===== src/rtl/cbs1_fmap_writer.sv =====
// -----------------------------------------------------------------------------
// cbs1_fmap_writer
//
// Collects the three per-channel 160-bit CBS result words from the first CBS
// stage and writes them to the stage-2 feature-map memory in raster order.
// The words pass through a small first-word-fall-through FIFO so the memory
// can apply backpressure. `start` arms a frame of ROWS*COLS words, and
// `frame_done` pulses once the final word has been written.
//
// Ports
//   clk                      single clock, rising edge
//   reset                    asynchronous, active-low; clears all state
//   start                    one-cycle pulse, arms a frame when idle
//   in_valid / in_ready      input handshake for data_in1..3
//   data_in1..3              channel 1/2/3 CBS words (160 bits each)
//   wr_en / wr_ready         write handshake towards the feature memory
//   wr_addr                  word address, row*COLS + col
//   wr_data1..3              head FIFO entry, zero while the FIFO is empty
//   busy                     high while a frame is running
//   frame_done               one-cycle pulse after the last write
// -----------------------------------------------------------------------------
module cbs1_fmap_writer #(
    parameter int ROWS   = 40,
    parameter int COLS   = 128,
    parameter int ADDR_W = 13,
    parameter int DEPTH  = 4
) (
    input  logic              clk,
    input  logic              reset,
    input  logic              start,
    input  logic              in_valid,
    output logic              in_ready,
    input  logic [159:0]      data_in1,
    input  logic [159:0]      data_in2,
    input  logic [159:0]      data_in3,
    output logic              wr_en,
    input  logic              wr_ready,
    output logic [ADDR_W-1:0] wr_addr,
    output logic [159:0]      wr_data1,
    output logic [159:0]      wr_data2,
    output logic [159:0]      wr_data3,
    output logic              busy,
    output logic              frame_done
);

    localparam int TOTAL = ROWS * COLS;
    localparam int PTR_W = (DEPTH > 1) ? $clog2(DEPTH) : 1;
    localparam int CNT_W = $clog2(DEPTH + 1);
    localparam int COL_W = (COLS > 1) ? $clog2(COLS) : 1;
    localparam int ROW_W = (ROWS > 1) ? $clog2(ROWS) : 1;

    localparam logic [COL_W-1:0]  COL_LAST  = COL_W'(COLS - 1);
    localparam logic [ROW_W-1:0]  ROW_LAST  = ROW_W'(ROWS - 1);
    localparam logic [PTR_W-1:0]  PTR_LAST  = PTR_W'(DEPTH - 1);
    localparam logic [ADDR_W:0]   TOTAL_W   = (ADDR_W + 1)'(TOTAL);
    localparam logic [CNT_W-1:0]  DEPTH_W   = CNT_W'(DEPTH);
    localparam logic [ADDR_W-1:0] COLS_A    = ADDR_W'(COLS);

    typedef enum logic [1:0] {
        IDLE = 2'd0,
        RUN  = 2'd1,
        DONE = 2'd2
    } state_t;

    state_t state_q, state_d;

    // FIFO storage: one entry holds all three channel words {ch3, ch2, ch1}.
    logic [479:0]      fifo_mem [DEPTH];
    logic [PTR_W-1:0]  wr_ptr_q, rd_ptr_q;
    logic [CNT_W-1:0]  count_q;
    logic [479:0]      head;

    logic [ADDR_W:0]   accepted_q;
    logic [COL_W-1:0]  col_q;
    logic [ROW_W-1:0]  row_q;

    logic run;
    logic fifo_empty;
    logic push;
    logic pop;
    logic last_word;
    logic arm;

    // -------------------------------------------------------------------------
    // Handshake decode. Everything here depends on registered state and the
    // two handshake inputs only; in_ready and wr_en never look at in_valid.
    // -------------------------------------------------------------------------
    assign run        = (state_q == RUN);
    assign fifo_empty = (count_q == '0);
    // A full FIFO refuses input even if a pop happens in the same cycle.
    assign in_ready   = run && (count_q < DEPTH_W) && (accepted_q < TOTAL_W);
    assign wr_en      = run && !fifo_empty;
    assign push       = in_valid && in_ready;
    assign pop        = wr_en && wr_ready;
    assign last_word  = (row_q == ROW_LAST) && (col_q == COL_LAST);
    assign arm        = (state_q == IDLE) && start;

    // -------------------------------------------------------------------------
    // Frame FSM
    // -------------------------------------------------------------------------
    always_ff @(posedge clk or negedge reset) begin
        // NOTE: sequential state uses non-blocking assignments so every
        // register samples pre-edge values, independent of block ordering.
        if (!reset) begin
            state_q <= IDLE;
        end else begin
            state_q <= state_d;
        end
    end

    always_comb begin
        // NOTE: every output of this block gets a default first, so no path
        // leaves a signal unassigned and no latch is inferred.
        state_d    = state_q;
        busy       = 1'b0;
        frame_done = 1'b0;
        case (state_q)
            IDLE: begin
                if (start) state_d = RUN;
            end
            RUN: begin
                busy = 1'b1;
                if (pop && last_word) state_d = DONE;
            end
            DONE: begin
                frame_done = 1'b1;
                state_d    = IDLE;
            end
            default: state_d = IDLE;
        endcase
    end

    // -------------------------------------------------------------------------
    // FIFO storage and pointers
    // -------------------------------------------------------------------------
    // NOTE: the storage array has no reset; an empty FIFO is defined purely by
    // count_q, and the read mux forces zero then, so stale contents never leak.
    always_ff @(posedge clk) begin
        if (push) fifo_mem[wr_ptr_q] <= {data_in3, data_in2, data_in1};
    end

    always_ff @(posedge clk or negedge reset) begin
        if (!reset) begin
            wr_ptr_q <= '0;
            rd_ptr_q <= '0;
            count_q  <= '0;
        end else begin
            if (push) wr_ptr_q <= (wr_ptr_q == PTR_LAST) ? '0 : wr_ptr_q + 1'b1;
            if (pop)  rd_ptr_q <= (rd_ptr_q == PTR_LAST) ? '0 : rd_ptr_q + 1'b1;
            case ({push, pop})
                2'b10:   count_q <= count_q + 1'b1;
                2'b01:   count_q <= count_q - 1'b1;
                default: count_q <= count_q;  // idle, or push and pop together
            endcase
        end
    end

    // First-word-fall-through: the head entry is presented directly.
    assign head     = fifo_mem[rd_ptr_q];
    assign wr_data1 = fifo_empty ? '0 : head[159:0];
    assign wr_data2 = fifo_empty ? '0 : head[319:160];
    assign wr_data3 = fifo_empty ? '0 : head[479:320];

    // -------------------------------------------------------------------------
    // Frame length and raster address counters
    // -------------------------------------------------------------------------
    always_ff @(posedge clk or negedge reset) begin
        if (!reset) begin
            accepted_q <= '0;
            col_q      <= '0;
            row_q      <= '0;
        end else if (arm) begin
            accepted_q <= '0;
            col_q      <= '0;
            row_q      <= '0;
        end else begin
            if (push) accepted_q <= accepted_q + 1'b1;
            if (pop) begin
                if (col_q == COL_LAST) begin
                    col_q <= '0;
                    // The final word wraps the row back to 0 as well.
                    row_q <= (row_q == ROW_LAST) ? '0 : row_q + 1'b1;
                end else begin
                    col_q <= col_q + 1'b1;
                end
            end
        end
    end

    assign wr_addr = ADDR_W'(row_q) * COLS_A + ADDR_W'(col_q);

endmodule


===== config.mk =====
export PLATFORM = sky130hd
export DESIGN_NAME = cbs1_fmap_writer
export DESIGN_NICKNAME = d
export VERILOG_FILES = /design/src/rtl/cbs1_fmap_writer.sv
export SDC_FILE = /design/constraint.sdc
export NUM_CORES = 2
export LEC_CHECK = 0
export CAP_MARGIN = 20
export CORE_MARGIN = 3
export CORE_UTILIZATION = 50
export DETAILED_ROUTE_END_ITERATION = 6
export GPL_ROUTABILITY_DRIVEN = 0
export PLACE_DENSITY = 0.74
export RECOVER_POWER = 100
export SLEW_MARGIN = 20
export SYNTH_ARGS = -nofsm -noshare
export SYNTH_HDL_FRONTEND = slang
export SYNTH_SLANG_ARGS = --single-unit

===== constraint.sdc =====
create_clock -name clk -period 34.8 [get_ports clk]
set_input_delay 6.96 -clock clk [delete_from_list [all_inputs] [get_ports clk]]
set_output_delay 6.96 -clock clk [all_outputs]
set_load 0.05 [all_outputs]

==> out/metrics.cfg <==
[pwr]
intPower_uw = 5520
max-vdd-ir-drop_mv = 0.0800
combinationalPowerShare = 0.445
total_switching_power_uw = 3530
cellLeakagePower_uw = 0.0296
seq_power_share = 0.343
swShare = 0.390
part_of_the_total_power_dissipated_in_the_clock_network = 0.213
power.density_cell_area_nw_per_um2 = 98.4

[setup_path]
worstPathBufferInverterCount = 3
cp_max_fo = 134
critPathMaxStageDelay_ns = 6.09
endpoint_kind = flop
cp_top_family = buffers and inverters
critical_path_class = in2reg
critPathSlowestCell = clkbuf_1
worstPathRequired_ns = 34.95
crit_path_launch_type = input port
crit_top_cell = clkbuf_1
path_cells = dlygate4sd3_1, and3_1, and2_0, clkbuf_1, clkbuf_1
arrival_ns = 22.29

[timing]
timing.final.crit_share = 0.636
tightest_slew_ns = 9.84
slew_viol_final = 2370
final-hold-violation-count = 0
tns_ns = 0
finClkSkew_ns = 0.0431
clock.fmax_mhz = 45.2
whs_ns = 0.525
final_period_minus_worst_setup_slack_ns = 22.14
rsz0062_at_grt = false
final_count_of_negative_setup_slack_endpoints = 0
normalized_max_slew_margin = -5.56

[detailed_routing]
wl_per_cell_um = 26.9
met3RoutedLength_mm = 14.7
routed_via_density = 5.66
met1Wirelength_mm = 64.9
residual_antenna_violating_net_count_after_detailed_routing = 0
via_count = 36400
drc = 0
detailedRoute.firstPassIterationCount = 6
drt_iter0_markers = 2705
routed.top_layer = met5
routed_wl_mm = 173
routed-wl-met2_mm = 85.4

[synth]
synth.yosys.warnings = 0
yosysTopAreaCell = edfxtp_1
synth_flop_cell = edfxtp_1
synth.avg_cell_area_um2 = 22.8
synth_edf_count = 1920
synth-seq-cells = 1956
post_synth_inst_count = 3245
post-synth-top-count-cell = edfxtp_1
synth_nets = 3740
synth.cell_area_um2 = 74100
ys_top_cells_by_count = edfxtp_1 (1920), and2_1 (485), mux4_2 (480)
synth.top_cell.area_share = 0.779
postSynth.asyncResetShare = 0.0184
synth_top_cells_by_area = edfxtp_1 (78%), mux4_2 (15%), and2_1 (4.1%)
count_of_cell_types_in_the_netlist = 45
yosysSeqAreaShare = 0.791

[global_route]
grt_start_max_net_pins = 153
wire_length_of_the_first_global_routing_pass_mm = 253
number_of_global_route_vias_before_repair = 37600
grt_remaining_overflow = 0
grt_antenna_before_repair = 148
grt_util_all_layers = 0.226

[clock_tree]
cts_root_buffer = clkbuf_16
clock_tree.htree_level_count = 4
number_of_buffers_added_for_setup_after_cts = 0
clk_pin_slew_worst_paths_ns = 0.06
cts.sinks = 1956
post_cts.resized_instances = 0
post_cts_hold_buffers = 0
cts_tree = yes
cts_inserted_buffers = 190
clock_latency_ns = 0.80
cts-root-to-sink-buffers = 3

[floorplan]
rows = 140
pin_count = 982
initial_core_utilization = 0.506
floorplan.die.width_um = 391
core_area_um2 = 146000
design.die.area_um2 = 153000
die_height_um = 391

[final_layout]
flow.area_growth_from_synthesis_pct = 24.1
post_route_cells_drive_above_1_share = 0.169
finish.cell_count_without_fillers = 6434
finalCoreUtilization = 0.628
num-nets-final = 4791
finalInstanceArea_um2 = 91900

[placed_design]
port_buffers = 981
placed_cell_area_um2 = 86100
placed_cells = 6017
dp_hpwl_mm = 107

[status]
failed_checks = max-capacitance violations, max-slew violations
run_status = complete, but fails checks

[flow_run]
max_cap_viol_count = 30

[min_path]
holdCritPathClass = reg2reg

==> worst register-to-register path: stages, from the launching register on <==
cell      delay (ns)
dfrtp_1         0.46
nor4b_1         0.25
and3_1          0.42
and2_0          2.15
clkbuf_1        6.10
clkbuf_1        5.97
==> cells in the final DEF (no fill, tap or decap), types with 17 or more instances in the layout <==
cell and instances:
dlygate4sd3_1 973, dfrtp_1 35, edfxtp_1 1920, clkinv_2 26, clkbuf_1 79, and2_1 481
clkinv_1 52, diode_2 69, clkbuf_16 192, nand2_1 29, nor2_1 17, mux4_2 480
==> power groups by stage <==
stage | logic [uW] | clock network (uW) | registers, uW
floorplan | 2720 | 0 | 3220
global placement | 4110 | 0 | 3060
detailed placement | 4110 | 0 | 3080
CTS | 4130 | 1970 | 3040
global route | 4200 | 2060 | 3130
finish | 4020 | 1920 | 3100
==> flip-flops by register name, summed over array words and instances, names as in the netlist <==
name / cells
row_q: 6
accepted_q: 14
state_q: 2
col_q: 7
count_q: 3
wr_ptr_q: 2
fifo_mem: 1920
rd_ptr_q: 2
==> cell type report <==
cell class	instances	area, um^2
Fill cell	9915	54500
Clock buffer	244	5000
Inverter	8	30.0
Tap cell	1917	2400
Antenna cell	69	173
Timing Repair Buffer	1026	10200
Multi-Input combinational cell	1114	14800
Clock inverter	100	835
Sequential cell	1956	58600
==> metal layers <==
metal  global-route usage  vias up
met5                    0        -
met4               0.0931       46
met3               0.0763      438
met2                0.363     1362
met1                0.284    19000
li1                     -    15500
==> through the flow <==
step	setup WS, ns	power, uW
5_1_grt	10.99	9390
4_1_cts	20.94	9130
2_1_floorplan	15.65	5940
6_report	12.66	9040
3_5_place_dp	21.85	7190
3_3_place_gp	21.80	7180
==> kinds of logic after synthesis <==
group / after synthesis / synth area share
buffers and inverters: 175 / 0.00975
AOI/OAI and AO/OA: 38 / 0.00313
DFF: 1956 / 0.791
and+or+nand+nor: 576 / 0.0474
adders and majority gates: 10 / 0.00179
xor gates and xnor gates: 6 / 0.000710
muxes: 484 / 0.147
==> final timing paths <==
kind | start | endpoint | slack [ns] | cells after the start
min | col_q[4] | col_q[4] | 0.52 | 1
max reg2reg | state_q[1] | fifo_mem[3][175] | 18.67 | 5
min in group asynchronous | reset | col_q[3] | 6.78 | 1
max | in_valid | fifo_mem[3][175] | 12.66 | 5
max in group asynchronous | reset | rd_ptr_q[0] | 26.51 | 1
min reg2reg | col_q[4] | col_q[4] | 0.52 | 1
Power figures use the tool's default switching activity.
